File: src/rtl/fpu_round_arbiter_if.sv
// ----------------------------------------------------------------------------
// fpu_round_arbiter_if
//   Bundles the two requester channels, the result channel and the statistics
//   outputs of fpu_round_arbiter.
//   Modports:
//     slave  - the arbiter/round block (takes requests, drives results)
//     master - the surroundings (producers, result consumer)
//   Signals:
//     i_reqN_valid/o_reqN_ready   requester N handshake (N = 0 add/sub, 1 mul)
//     i_reqN_un_fl/exp/mant/tag   requester N operand, mant[3:0] are guard bits
//     o_valid/i_ready             result handshake
//     o_src/o_tag/o_exp/o_mant    result payload, o_mant has the hidden bit dropped
//     o_ov_fl/o_un_fl             result flags
//     o_gnt0_cnt/o_gnt1_cnt       grant statistics
//     o_ovf_cnt                   delivered-overflow statistics
// ----------------------------------------------------------------------------
interface fpu_round_arbiter_if #(
   parameter int TAG_W = 4,
   parameter int CNT_W = 16
);
   logic             i_req0_valid;
   logic             o_req0_ready;
   logic             i_req0_un_fl;
   logic [7:0]       i_req0_exp;
   logic [27:0]      i_req0_mant;
   logic [TAG_W-1:0] i_req0_tag;

   logic             i_req1_valid;
   logic             o_req1_ready;
   logic             i_req1_un_fl;
   logic [7:0]       i_req1_exp;
   logic [27:0]      i_req1_mant;
   logic [TAG_W-1:0] i_req1_tag;

   logic             o_valid;
   logic             i_ready;
   logic             o_src;
   logic [TAG_W-1:0] o_tag;
   logic [7:0]       o_exp;
   logic [22:0]      o_mant;
   logic             o_ov_fl;
   logic             o_un_fl;

   logic [CNT_W-1:0] o_gnt0_cnt;
   logic [CNT_W-1:0] o_gnt1_cnt;
   logic [CNT_W-1:0] o_ovf_cnt;

   modport slave (
      input  i_req0_valid, i_req0_un_fl, i_req0_exp, i_req0_mant, i_req0_tag,
      output o_req0_ready,
      input  i_req1_valid, i_req1_un_fl, i_req1_exp, i_req1_mant, i_req1_tag,
      output o_req1_ready,
      output o_valid, o_src, o_tag, o_exp, o_mant, o_ov_fl, o_un_fl,
      input  i_ready,
      output o_gnt0_cnt, o_gnt1_cnt, o_ovf_cnt
   );

   modport master (
      output i_req0_valid, i_req0_un_fl, i_req0_exp, i_req0_mant, i_req0_tag,
      input  o_req0_ready,
      output i_req1_valid, i_req1_un_fl, i_req1_exp, i_req1_mant, i_req1_tag,
      input  o_req1_ready,
      input  o_valid, o_src, o_tag, o_exp, o_mant, o_ov_fl, o_un_fl,
      output i_ready,
      input  o_gnt0_cnt, o_gnt1_cnt, o_ovf_cnt
   );
endinterface

File: src/rtl/fpu_round_arbiter.sv
// ----------------------------------------------------------------------------
// fpu_round_arbiter
//   Shares one renormalize/round datapath between two FPU producers
//   (req0 = add/sub, req1 = mul). Stage S1 registers the round-robin winner,
//   stage S2 registers the truncate-plus-one rounded, renormalized result.
//   Ports:
//     i_clk  clock, rising edge
//     i_rst  asynchronous reset, active-high
//     bus    fpu_round_arbiter_if.slave (requests, result, statistics)
//   Optional feature macro: FPU_RND_STATS_EN
//     defined   - saturating grant/overflow counters drive the *_cnt ports
//     undefined - no counter flops, *_cnt ports tied to zero
// ----------------------------------------------------------------------------
module fpu_round_arbiter #(
   parameter int TAG_W = 4,
   parameter int CNT_W = 16
) (
   input  logic                  i_clk,
   input  logic                  i_rst,
   fpu_round_arbiter_if.slave    bus
);

   // Guard bits are not stored: rounding always adds one at the LSB of the
   // kept field, so they never influence the result.
   typedef struct packed {
      logic             src;
      logic [TAG_W-1:0] tag;
      logic             un_fl;
      logic [7:0]       exp;
      logic [23:0]      mant;
   } s1_t;

   typedef struct packed {
      logic             src;
      logic [TAG_W-1:0] tag;
      logic [7:0]       exp;
      logic [22:0]      mant;
      logic             ov_fl;
      logic             un_fl;
   } s2_t;

   logic s1_valid, s2_valid;
   logic s1_en, s2_en;
   logic prio;
   logic gnt0, gnt1;
   s1_t  s1;
   s2_t  s2;
   s2_t  rnd;

   logic [24:0] sum;
   logic [7:0]  exp_inc;

   // A stage may advance when it is empty or its contents move on.
   assign s2_en = !s2_valid || bus.i_ready;
   assign s1_en = !s1_valid || s2_en;

   // ------------------------------------------------------------------------
   // Round-robin arbitration; grants only exist while S1 can accept.
   // ------------------------------------------------------------------------
   always_comb begin
      // NOTE: every always_comb output gets a default first so no path leaves
      // it unassigned, which would otherwise infer a latch.
      gnt0 = 1'b0;
      gnt1 = 1'b0;
      if (s1_en) begin
         if (bus.i_req0_valid && bus.i_req1_valid) begin
            gnt0 = !prio;
            gnt1 = prio;
         end else begin
            gnt0 = bus.i_req0_valid;
            gnt1 = bus.i_req1_valid;
         end
      end
   end

   assign bus.o_req0_ready = gnt0;
   assign bus.o_req1_ready = gnt1;

   // ------------------------------------------------------------------------
   // S1: winner register
   // ------------------------------------------------------------------------
   always_ff @(posedge i_clk or posedge i_rst) begin
      // NOTE: sequential state uses non-blocking assignments so every flop
      // samples pre-edge values regardless of statement order.
      if (i_rst) begin
         s1_valid <= 1'b0;
         s1       <= '0;
         prio     <= 1'b0;
      end else if (s1_en) begin
         s1_valid <= gnt0 || gnt1;
         if (gnt1) begin
            s1   <= '{src: 1'b1, tag: bus.i_req1_tag, un_fl: bus.i_req1_un_fl,
                      exp: bus.i_req1_exp, mant: bus.i_req1_mant[27:4]};
            prio <= 1'b0;
         end else if (gnt0) begin
            s1   <= '{src: 1'b0, tag: bus.i_req0_tag, un_fl: bus.i_req0_un_fl,
                      exp: bus.i_req0_exp, mant: bus.i_req0_mant[27:4]};
            prio <= 1'b1;
         end
      end
   end

   // ------------------------------------------------------------------------
   // Truncate-plus-one rounding with one-position renormalization on carry.
   // Exponent FF with carry wraps to 00 and reports no overflow; producers
   // never present that case.
   // ------------------------------------------------------------------------
   assign sum     = {1'b0, s1.mant} + 25'd1;
   assign exp_inc = s1.exp + 8'd1;

   always_comb begin
      rnd.src = s1.src;
      rnd.tag = s1.tag;
      if (sum[24]) begin
         rnd.exp   = exp_inc;
         rnd.mant  = sum[23:1];
         rnd.un_fl = 1'b0;
         rnd.ov_fl = &exp_inc;
      end else begin
         rnd.exp   = s1.exp;
         rnd.mant  = sum[22:0];
         rnd.un_fl = s1.un_fl;
         rnd.ov_fl = 1'b0;
      end
   end

   // ------------------------------------------------------------------------
   // S2: result register; payload only reloads with a real op so the outputs
   // keep their last value through bubbles.
   // ------------------------------------------------------------------------
   always_ff @(posedge i_clk or posedge i_rst) begin
      if (i_rst) begin
         s2_valid <= 1'b0;
         s2       <= '0;
      end else if (s2_en) begin
         s2_valid <= s1_valid;
         if (s1_valid) begin
            s2 <= rnd;
         end
      end
   end

   assign bus.o_valid = s2_valid;
   assign bus.o_src   = s2.src;
   assign bus.o_tag   = s2.tag;
   assign bus.o_exp   = s2.exp;
   assign bus.o_mant  = s2.mant;
   assign bus.o_ov_fl = s2.ov_fl;
   assign bus.o_un_fl = s2.un_fl;

   // ------------------------------------------------------------------------
   // Statistics
   // ------------------------------------------------------------------------
`ifdef FPU_RND_STATS_EN
   logic [CNT_W-1:0] gnt0_cnt, gnt1_cnt, ovf_cnt;

   always_ff @(posedge i_clk or posedge i_rst) begin
      if (i_rst) begin
         gnt0_cnt <= '0;
         gnt1_cnt <= '0;
         ovf_cnt  <= '0;
      end else begin
         if (gnt0 && (gnt0_cnt != '1)) gnt0_cnt <= gnt0_cnt + 1'b1;
         if (gnt1 && (gnt1_cnt != '1)) gnt1_cnt <= gnt1_cnt + 1'b1;
         if (s2_valid && bus.i_ready && s2.ov_fl && (ovf_cnt != '1))
            ovf_cnt <= ovf_cnt + 1'b1;
      end
   end

   assign bus.o_gnt0_cnt = gnt0_cnt;
   assign bus.o_gnt1_cnt = gnt1_cnt;
   assign bus.o_ovf_cnt  = ovf_cnt;
`else
   assign bus.o_gnt0_cnt = {CNT_W{1'b0}};
   assign bus.o_gnt1_cnt = {CNT_W{1'b0}};
   assign bus.o_ovf_cnt  = {CNT_W{1'b0}};
`endif

endmodule

File: src/flat_wrapper.sv
// flat-port wrapper written by rule: the top's interface ports become plain ports
module fpu_round_arbiter_flat 
#(
   parameter int TAG_W = 4,
   parameter int CNT_W = 16
)
  (i_clk, i_rst, bus_i_req0_valid, bus_i_req0_un_fl, bus_i_req0_exp, bus_i_req0_mant, bus_i_req0_tag, bus_o_req0_ready, bus_i_req1_valid, bus_i_req1_un_fl, bus_i_req1_exp, bus_i_req1_mant, bus_i_req1_tag, bus_o_req1_ready, bus_o_valid, bus_o_src, bus_o_tag, bus_o_exp, bus_o_mant, bus_o_ov_fl, bus_o_un_fl, bus_i_ready, bus_o_gnt0_cnt, bus_o_gnt1_cnt, bus_o_ovf_cnt);
  fpu_round_arbiter_if #(.TAG_W(TAG_W), .CNT_W(CNT_W)) bus_i ();
  input  logic i_clk;
  input  logic i_rst;
  input wire logic [$bits(bus_i.i_req0_valid)-1:0] bus_i_req0_valid;
  input wire logic [$bits(bus_i.i_req0_un_fl)-1:0] bus_i_req0_un_fl;
  input wire logic [$bits(bus_i.i_req0_exp)-1:0] bus_i_req0_exp;
  input wire logic [$bits(bus_i.i_req0_mant)-1:0] bus_i_req0_mant;
  input wire logic [$bits(bus_i.i_req0_tag)-1:0] bus_i_req0_tag;
  output wire logic [$bits(bus_i.o_req0_ready)-1:0] bus_o_req0_ready;
  input wire logic [$bits(bus_i.i_req1_valid)-1:0] bus_i_req1_valid;
  input wire logic [$bits(bus_i.i_req1_un_fl)-1:0] bus_i_req1_un_fl;
  input wire logic [$bits(bus_i.i_req1_exp)-1:0] bus_i_req1_exp;
  input wire logic [$bits(bus_i.i_req1_mant)-1:0] bus_i_req1_mant;
  input wire logic [$bits(bus_i.i_req1_tag)-1:0] bus_i_req1_tag;
  output wire logic [$bits(bus_i.o_req1_ready)-1:0] bus_o_req1_ready;
  output wire logic [$bits(bus_i.o_valid)-1:0] bus_o_valid;
  output wire logic [$bits(bus_i.o_src)-1:0] bus_o_src;
  output wire logic [$bits(bus_i.o_tag)-1:0] bus_o_tag;
  output wire logic [$bits(bus_i.o_exp)-1:0] bus_o_exp;
  output wire logic [$bits(bus_i.o_mant)-1:0] bus_o_mant;
  output wire logic [$bits(bus_i.o_ov_fl)-1:0] bus_o_ov_fl;
  output wire logic [$bits(bus_i.o_un_fl)-1:0] bus_o_un_fl;
  input wire logic [$bits(bus_i.i_ready)-1:0] bus_i_ready;
  output wire logic [$bits(bus_i.o_gnt0_cnt)-1:0] bus_o_gnt0_cnt;
  output wire logic [$bits(bus_i.o_gnt1_cnt)-1:0] bus_o_gnt1_cnt;
  output wire logic [$bits(bus_i.o_ovf_cnt)-1:0] bus_o_ovf_cnt;
  assign bus_i.i_req0_valid = bus_i_req0_valid;
  assign bus_i.i_req0_un_fl = bus_i_req0_un_fl;
  assign bus_i.i_req0_exp = bus_i_req0_exp;
  assign bus_i.i_req0_mant = bus_i_req0_mant;
  assign bus_i.i_req0_tag = bus_i_req0_tag;
  assign bus_o_req0_ready = bus_i.o_req0_ready;
  assign bus_i.i_req1_valid = bus_i_req1_valid;
  assign bus_i.i_req1_un_fl = bus_i_req1_un_fl;
  assign bus_i.i_req1_exp = bus_i_req1_exp;
  assign bus_i.i_req1_mant = bus_i_req1_mant;
  assign bus_i.i_req1_tag = bus_i_req1_tag;
  assign bus_o_req1_ready = bus_i.o_req1_ready;
  assign bus_o_valid = bus_i.o_valid;
  assign bus_o_src = bus_i.o_src;
  assign bus_o_tag = bus_i.o_tag;
  assign bus_o_exp = bus_i.o_exp;
  assign bus_o_mant = bus_i.o_mant;
  assign bus_o_ov_fl = bus_i.o_ov_fl;
  assign bus_o_un_fl = bus_i.o_un_fl;
  assign bus_i.i_ready = bus_i_ready;
  assign bus_o_gnt0_cnt = bus_i.o_gnt0_cnt;
  assign bus_o_gnt1_cnt = bus_i.o_gnt1_cnt;
  assign bus_o_ovf_cnt = bus_i.o_ovf_cnt;
  fpu_round_arbiter #(.TAG_W(TAG_W), .CNT_W(CNT_W)) u_core (.i_clk(i_clk), .i_rst(i_rst), .bus(bus_i));
endmodule
File: config.mk
export PLATFORM = sky130hd
export DESIGN_NAME = fpu_round_arbiter_flat
export DESIGN_NICKNAME = d
export VERILOG_FILES = /design/src/rtl/fpu_round_arbiter_if.sv /design/src/rtl/fpu_round_arbiter.sv /design/src/flat_wrapper.sv
export SDC_FILE = /design/constraint.sdc
export NUM_CORES = 1
export LEC_CHECK = 0
export ABC_AREA = 1
export CAP_MARGIN = 30
export CORE_MARGIN = 2
export CORE_UTILIZATION = 44
export CTS_BUF_LIST = sky130_fd_sc_hd__clkbuf_16
export DETAILED_ROUTE_END_ITERATION = 8
export PLACE_DENSITY = 0.88
export RECOVER_POWER = 50
export SETUP_SLACK_MARGIN = 0.02
export SYNTH_ARGS = -nofsm -noshare
export SYNTH_HDL_FRONTEND = slang
export SYNTH_SLANG_ARGS = --single-unit
File: constraint.sdc
create_clock -name i_clk -period 3 [get_ports i_clk]
set_input_delay 0.3 -clock i_clk [delete_from_list [all_inputs] [get_ports i_clk]]
set_output_delay 0.3 -clock i_clk [all_outputs]
set_load 0.1 [all_outputs]
# Word level (Yosys, flattened, before mapping)
# Index checks and enable logic that the tools add are counted.
[word_totals] out_inout_bits=89 ff_bits=79 mem_bits_rw=0 latchBits=0 inputBits=87 mem_count=0 romBits=0
[op_classes] n_eq_ne=0 div=0 n_mux=9 shift=0 n_addsub=2 n_mul=0 n_reduce_logical=11 bitwise=0 order_cmp=0
[op_table] operator="two-way mux 38 bit" n=2
[op_table] operator="two-way mux 33 bit" n=1
[op_table] operator="adder 24 x 1 -> 25 bit (second input constant)" n=1
[op_table] operator="adder 8 x 1 -> 8 bit (second input constant)" n=1
[op_table] operator="AND reduction 8 bit" n=1
[op_table] operator="two-way mux 1 bit" n=6
[op_table] operator="AND reduction 2 bit" n=2
[op_table] operator="logical NOT 1 bit" n=3
[op_table] operator="logical OR 1 bit" n=3
[op_table] operator="nonzero test 2 bit" n=1
[op_table] operator="logical AND 1 bit" n=1

# Logic depth before layout (Yosys ltp)
# Gate-level depths: netlist of the first run.
[logic_depth] ltp_word=6 depth_mapped=10 ltp_nobuf=10

# Worst setup path after synthesis of the first run
# No wires, ideal clock.
[synth_timing] path_kind="reg-to-reg" from="register u_core.s2_valid, in the netlist u_core.bus.o_valid" to="register u_core.s1 (netlist bit u_core.rnd[37])" n_path_buf=1 setup_ns=0.183 path_stages_with_launch=6 slack_ns=0.478 arrival_time_ns=2.339 synth_period_minus_slack_ns=2.522 path_cell_list="dfrtp_1 > nand3_1 > nand2_1 > inv_1 > clkbuf_1 > o21ai_0"
[synth_between] elab_chain_len=6 elab_cells_between_ends=8 classes_between="3 x mux; 5 x reduce/logical"
[synth_lines] element="from (decl)" line_no="fpu_round_arbiter.sv:42" source="logic s1_valid, s2_valid;"
[synth_lines] element="from (signal assigned)" line_no="fpu_round_arbiter.sv:136" source="s2_valid <= s1_valid;"
[synth_lines] element="logical NOT 1 bit" line_no="fpu_round_arbiter.sv:54" source="assign s2_en = !s2_valid || bus.i_ready;"
[synth_lines] element="logical OR 1 bit" line_no="fpu_round_arbiter.sv:54"
[synth_lines] element="logical OR 1 bit" line_no="fpu_round_arbiter.sv:55" source="assign s1_en = !s1_valid || s2_en;"
[synth_lines] element="two-way mux 1 bit" line_no="fpu_round_arbiter.sv:65" source="if (s1_en) begin"
[synth_lines] element="net bus_o_req0_ready" line_no="flat_wrapper.sv:16" source="output wire logic [$bits(bus_i.o_req0_ready)-1:0] bus_o_req0_ready;"
[synth_lines] element="nonzero test 2 bit (no line)"
[synth_lines] element="AND reduction 2 bit (no line)"
[synth_lines] element="to (signal assigned)" line_no="fpu_round_arbiter.sv:92" source="s1 <= '{src: 1'b1, tag: bus.i_req1_tag, un_fl: bus.i_req1_un_fl,"
[synth_lines] element="to (signal assigned)" line_no="fpu_round_arbiter.sv:96" source="s1 <= '{src: 1'b0, tag: bus.i_req0_tag, un_fl: bus.i_req0_un_fl,"
[synth_lines] element="to (decl)" line_no="fpu_round_arbiter.sv:46" source="s1_t s1;"
# The timed path passes the listed nets, and every way through them passes these cells.
# A chain may end at the register's enable or synchronous reset.

# Final worst setup path of the first run
[layout_timing] from="register u_core.s2 (netlist bit u_core.bus.o_tag[2])" to="output port bus_o_tag[2]"
[layout_lines] element="from (decl)" line_no="fpu_round_arbiter.sv:47" source="s2_t s2;"
[layout_lines] element="from (signal assigned)" line_no="fpu_round_arbiter.sv:138" source="s2 <= rnd;"
[layout_lines] element="to (decl)" line_no="flat_wrapper.sv:25" source="output wire logic [$bits(bus_i.o_tag)-1:0] bus_o_tag;"
# No word-level cell between the ends.

==> metrics.yaml, run 1 <==
status: "complete, but fails checks"
violations: "max-capacitance violations, max-slew violations"
start_util_pct: 44.5
powerDensity_mw_per_mm2: 1170
use_met1_pct: 26.3
wl_per_cell_microns: 12.7
grt_max_degree: 50
drt-total-wl_mm: 11.0
clk_latency_ns: 0.33
dieArea_sq_mm: 0.0111
gp_congestion: 0.939
cts_root_buf: "clkbuf_16"
synth_top_cell_area_share_pct: 43.6
grt_pass1_wl_mm: 17.9
drcViolationCount: 0
cts_buffers: 9
clock_path_buffers: 2
syn_avg_cell_area_sq_um: 7.52
vias: 3950
tritoncts: "yes"
internal-power_uw: 2860
drt_iter0_drc: 181
worst_slew_pin_slew_ns: 1.87
dp.cells: 845
portBuffers: 119
ys_seq_elements: 79
final_antenna_net_count: 0
htree_levels: 3
setup.worst_path.class: "reg -> out"
met3_usage_pct: 4.45
synth_cell_type_count: 27
dr.pass1.iters: 4
min-delay-start: "u_core.bus.o_mant[12]"
syn2layout_area_growth_pct: 28.0
core.rowCount: 37
r2r_start: "u_core.s1[1]"
leakagePower_uw: 0.00283
io_pins: 176
clkPwrFrac_pct: 14.3
hold_violations: 0
grt.busiest_layer: "met2"
antenna_found_initial: 0
hp-class: "reg -> reg"
cts.sinks: 79
p_sw_uw: 3960
overflow: 0
drv_cap: 1
dieHeight_microns: 106
nets: 810
grt_pass1_vias: 3731
swShare_pct: 58.0
crit_chain: "clkdlybuf4s50_1"
fillers: 933
ir_drop_uv: 619
finalMaxSlewViolations: 49
r2r_slack_ns: 1.21
n_antenna_cell: 0
skew_ns: 0.00938
cts_resized: 0
reg2reg_depth: 10
rsz0062_at_grt: "false"
slowest_delay_ns: 1.13
final.setup.tns_ns: 0
core_area_sq_mm: 0.0102
crit_fanout: 2
finalCritPeriodShare_pct: 70.0
dpl.hpwl_mm: 8.57
ctsHoldBuffers: 0
die_x_microns: 106
synth_cells: 603
final_common_cell: "nand2_1"
fin_crit_ns: 2.10
p_comb_share_pct: 57.6
gr-usage-all-layers_pct: 20.1
hold_depth: 2
fin_cells: 861
crit_family: "buffers and inverters"
fmax_ghz: 0.476
worstPathRequired_ns: 2.70
startpoint_type: "register"
drive_gt1_share_pct: 8.69
synth_top_cell_by_area: "dfrtp_1"
slew_headroom_pct: -25.0
synth_area_leaders: "dfrtp_1 44%, nand2_1 21%, buf_4 7.9%, nand3_1 5.7%, o211ai_1 4.0%"
cp-end-kind: "output port"
vias_per_cell: 4.59
crit_slowest_cell: "clkdlybuf4s50_1"
holdPathEnd: "u_core.bus.o_mant[12]"
r2r_end: "u_core.bus.o_mant[22]"
ys_seq_area_share_pct: 43.6
setup_violations: 0
clkTransAtPathRegs_ns: 0.06
ys_warn_count: 0
layout_common_cells: "249 x nand2_1, 80 x clkdlybuf4s50_1, 79 x dfrtp_1"
postCtsSetupBuffers: 0
worst-path-buf-inv: 1
use_met2_pct: 33.5
crit_arrival_ns: 1.80
p_seq_share_pct: 28.1
synth_area_sq_mm: 0.00454
kinds of logic (layout without fill, tap and decap cells):
kind of cell               count (synthesis)  after routing  share of synthesized area, %
other                                      1             48                        0.0827
adders and majority gates                  3              3                         0.827
buffers and inverters                    116            191                          13.9
AOI/OAI and AO/OA                         45             45                          6.43
and+or+nand+nor                          347            347                          32.8
DFF                                       79             79                          43.6
xor gates and xnor gates                  12             12                          2.32
cell type report:
cell class	count	area, sq um	area share, %
Multi-Input combinational cell	455	2100	36.2
Sequential cell	79	1980	34.0
Timing Repair Buffer	126	1110	19.1
Clock buffer	9	225	3.88
Inverter	49	184	3.17
Tap cell	136	170	2.93
Clock inverter	7	40.0	0.689
how the worst max path moves through the flow:
stage	to	from	slack [ns]	cells past startpoint
after floorplan	u_core.rnd[37]	u_core.bus.o_valid	0.48	5
after global placement	bus_o_req1_ready	bus_i_ready	0.95	6
after detailed placement	u_core.s1[21]	bus_i_ready	0.92	8
after CTS	bus_o_tag[2]	u_core.bus.o_tag[2]	0.88	1
after global routing	u_core.s1[10]	i_rst	0.53	2
final	bus_o_tag[2]	u_core.bus.o_tag[2]	0.90	1
power by group through the flow:
stage,clock network (uW),registers [uW],logic (uW)
floorplan,0,3590,1470
global placement,0,1920,4020
detailed placement,0,1930,4040
CTS,984,1920,4060
global route,1030,1990,4180
finish,974,1920,3930
cell usage after synthesis (all sizes together):
| master | number |
|---|---|
| a21oi | 2 |
| buf | 56 |
| clkbuf | 11 |
| conb | 1 |
| dfrtp | 79 |
| ha | 3 |
| inv | 49 |
| nand2 | 256 |
| nand3 | 54 |
| nand4 | 4 |
| nor2 | 33 |
| o211ai | 24 |
| o21a | 1 |
| o21ai | 18 |
| xnor2 | 1 |
| xor2 | 11 |
routing by layer:
metal,wire length [microns],share of wire (%)
met3,547,5.0
met1,5160,47
met2,5120,47
met5,0,0
met4,155,1.4
through the flow:
step / hold slack [ns] / instance area (sq um) / power [uW] / setup WS, ns / util (%)
3_3_place_gp: 0.466 / 5620 / 5930 / 0.953 / 55.2
4_1_cts: 0.479 / 5890 / 6960 / 0.882 / 57.8
5_1_grt: 0.504 / 5810 / 7210 / 0.534 / 57.0
6_report: 0.473 / 5810 / 6820 / 0.899 / 57.0
2_1_floorplan: 0.433 / 4710 / 5070 / 0.478 / -
3_5_place_dp: 0.468 / 5620 / 5980 / 0.917 / 55.2
sequential cells by signal, indices dropped and copies added, names as in the netlist:
register            cells
u_core.s1              33
u_core.bus.o_un_fl      1
u_core.s1_valid         1
u_core.rnd              5
u_core.prio             1
u_core.bus.o_src        1
u_core.bus.o_valid      1
u_core.bus.o_mant      23
u_core.bus.o_tag        4
u_core.bus.o_ov_fl      1
u_core.bus.o_exp        8
Power figures use the tool's default switching activity.
==> run 2: changes to the inputs <==
--- a/config.mk
+++ b/config.mk
@@ -8,10 +8,10 @@
 export ABC_AREA = 1
 export CAP_MARGIN = 30
 export CORE_MARGIN = 2
-export CORE_UTILIZATION = 44
+export CORE_UTILIZATION = 40
 export CTS_BUF_LIST = sky130_fd_sc_hd__clkbuf_16
 export DETAILED_ROUTE_END_ITERATION = 8
-export PLACE_DENSITY = 0.88
+export PLACE_DENSITY = 0.85
 export RECOVER_POWER = 50
 export SETUP_SLACK_MARGIN = 0.02
 export SYNTH_ARGS = -nofsm -noshare
==> constraint.sdc (replaced) <==
create_clock -name i_clk -period 1.91 [get_ports i_clk]
set_input_delay 0.191 -clock i_clk [delete_from_list [all_inputs] [get_ports i_clk]]
set_output_delay 0.191 -clock i_clk [all_outputs]
set_load 0.1 [all_outputs]
==> run 2 against run 1 <==
The flow now finishes without violations; largest cell class unchanged; clock skew is 0.0023 ns lower; critical path type is now reg -> reg; register-to-register slack worse by 1.0 ns; global-route usage is 0.65 points lower; critical path depth is 9 higher; design area is 2.9% higher; final cell count is 2.1% higher; via count is 3.9% higher; sequential power is 57% higher; wire length is 7.2% higher; combinational power is 63% higher; clock-buffer cell count stayed put.
==> metrics.yaml, run 2 (same netlist as run 1, synthesis figures left out) <==
startpoint_type: "register"
overflow: 0  # unchanged
io_pins: 176  # unchanged
core.rowCount: 38  # +2.7%
leakagePower_uw: 0.00298  # +5.4%
cp-end-kind: "register"
crit_fanout: 8  # +6
skew_ns: 0.00710  # -0.00228 ns
final_common_cell: "nand2_1"
clk_latency_ns: 0.33  # about the same
final.setup.tns_ns: 0  # unchanged
cts_resized: 0  # unchanged
rsz0062_at_grt: "false"
powerDensity_mw_per_mm2: 1880  # +60%
r2r_start: "u_core.s1[0]"
clkTransAtPathRegs_ns: 0.06  # about the same
cts_root_buf: "clkbuf_16"
grt_pass1_vias: 4053  # +8.6%
crit_arrival_ns: 1.93  # +0.13 ns
antenna_found_initial: 0  # unchanged
crit_family: "simple AND/OR/NAND/NOR gates"
fmax_ghz: 0.587
portBuffers: 119  # unchanged
largest_reg_flops: 33  # unchanged
hold_slack_ns: 0.418  # -0.0555 ns
finalMaxSlewViolations: 0  # -100%
vias: 4106  # +3.9%
drv_cap: 0  # -1
top_register: "u_core.s1"
dpl.hpwl_mm: 9.17  # +6.9%
syn2layout_area_growth_pct: 31.7
p_total_uw: 11200  # +65%
n_antenna_cell: 0  # unchanged
final_antenna_net_count: 0  # unchanged
vias_per_cell: 4.67  # +1.8%
grt_pass1_wl_mm: 19.5  # +9.0%
fillers: 1054  # +13%
dieHeight_microns: 111  # +4.7%
drt-total-wl_mm: 11.8  # +7.2%
cts_buffers: 9  # unchanged
drive_gt1_share_pct: 13.8  # +5.1 points
core_area_sq_mm: 0.0109  # +7.4%
worst_slew_pin_slew_ns: 1.12  # -0.753 ns
gp_congestion: 0.908  # -3.3%
hp-class: "in -> reg"
htree_levels: 3  # unchanged
dr_wl_met3_microns: 742  # +36%
min-delay-start: "bus_i_req1_exp[1]"
ctsHoldBuffers: 0  # unchanged
layout_common_cells: "249 x nand2_1, 78 x dfrtp_1, 77 x clkdlybuf4s50_1"
wl_per_cell_microns: 13.4  # +5.0%
met1Wirelength_mm: 5.29  # +2.5%
gr-usage-all-layers_pct: 19.5  # -0.65 points
dr.pass1.iters: 5  # +1
dr_wl_met2_mm: 5.49  # +7.3%
slowest_delay_ns: 0.38  # -0.75 ns
startpoint: "u_core.s1[0]"
worst-path-buf-inv: 1  # unchanged
setup.worst_path.class: "reg -> reg"
die_x_microns: 111  # +4.7%
drcViolationCount: 0  # unchanged
fin_crit_ns: 1.70
dr.max_layer_used: "met4"
worstPathRequired_ns: 2.13  # -0.57 ns
hold_violations: 0  # unchanged
status: "finished clean"
slew_headroom_pct: 25.4  # +50 points
setup_violations: 0  # unchanged
tritoncts: "yes"
crit_chain: "ha_1, nand2_2, nor2_4, nand3_4, nor2_4, nand2_4, nand2_4, inv_2, nand2_1, nand2_1"
nets: 825  # +1.9%
start_util_pct: 41.5  # -3.1 points
crit_slowest_cell: "dfrtp_1"
cts.sinks: 79  # unchanged
finalCritPeriodShare_pct: 89.1
clock_path_buffers: 2  # unchanged
ir_drop_uv: 1120  # +80%
drt_iter0_drc: 201  # +11%
dieArea_sq_mm: 0.0122  # +9.6%
grt_max_degree: 45  # -10%
postCtsSetupBuffers: 0  # unchanged
[run 2: final timing paths]
| check | end | slack [ns] | cells past startpoint |
|---|---|---|---|
| setup / recovery | u_core.bus.o_mant[21] | 0.21 | 10 |
| hold / removal | u_core.s1[25] | 0.42 | 3 |
| setup reg to reg | u_core.bus.o_mant[21] | 0.21 | 10 |
| hold reg to reg | u_core.bus.o_mant[6] | 0.48 | 2 |
| max in group asynchronous | u_core.bus.o_valid | 0.44 | 3 |
| min in group asynchronous | u_core.bus.o_exp[1] | 0.59 | 3 |
[run 2: worst reg2reg max path, delay by kind of cell (launching register included)]
| kind | cells | cell delay (ns) |
|---|---|---|
| flops | 1 | 0.38 |
| fa+ha+maj | 1 | 0.24 |
| buf+inv | 1 | 0.08 |
| simple gates | 8 | 0.90 |
[run 2: metal layers]
metal | GRT usage [%] | vias up
met5 | 0 | -
met4 | 7.00 | 0
met3 | 4.17 | 21
met2 | 31.3 | 149
met1 | 26.0 | 1872
li1 | - | 2064
[run 2: where the power goes]
group | internal (uW) | total [uW] | switching [uW]
logic | 1390 | 6420 | 5030
clock network | 1140 | 1820 | 682
registers | 2410 | 3010 | 597
[run 2: final cells by class]
cell class | count | area, sq um | area share, %
clock buffer | 9 | 225 | 3.77
clock inverter | 6 | 85.1 | 1.42
multi-input combinational | 455 | 2100 | 35.2
tap | 140 | 175 | 2.93
timing repair buffer | 141 | 1220 | 20.5
sequential | 79 | 1980 | 33.1
inverter | 49 | 185 | 3.10
[run 2: through the flow]
step / instances / setup WS [ns] / instance area, sq um / util, %
4_1_cts: 879 / 0.212 / 6060 / 55.4
6_report: 879 / 0.208 / 5980 / 54.7
3_5_place_dp: 864 / 0.219 / 5750 / 52.6
5_1_grt: 879 / 0.0498 / 5980 / 54.7
2_1_floorplan: 650 / 0.0301 / 4720 / -
3_3_place_gp: 864 / 0.269 / 5750 / 52.6
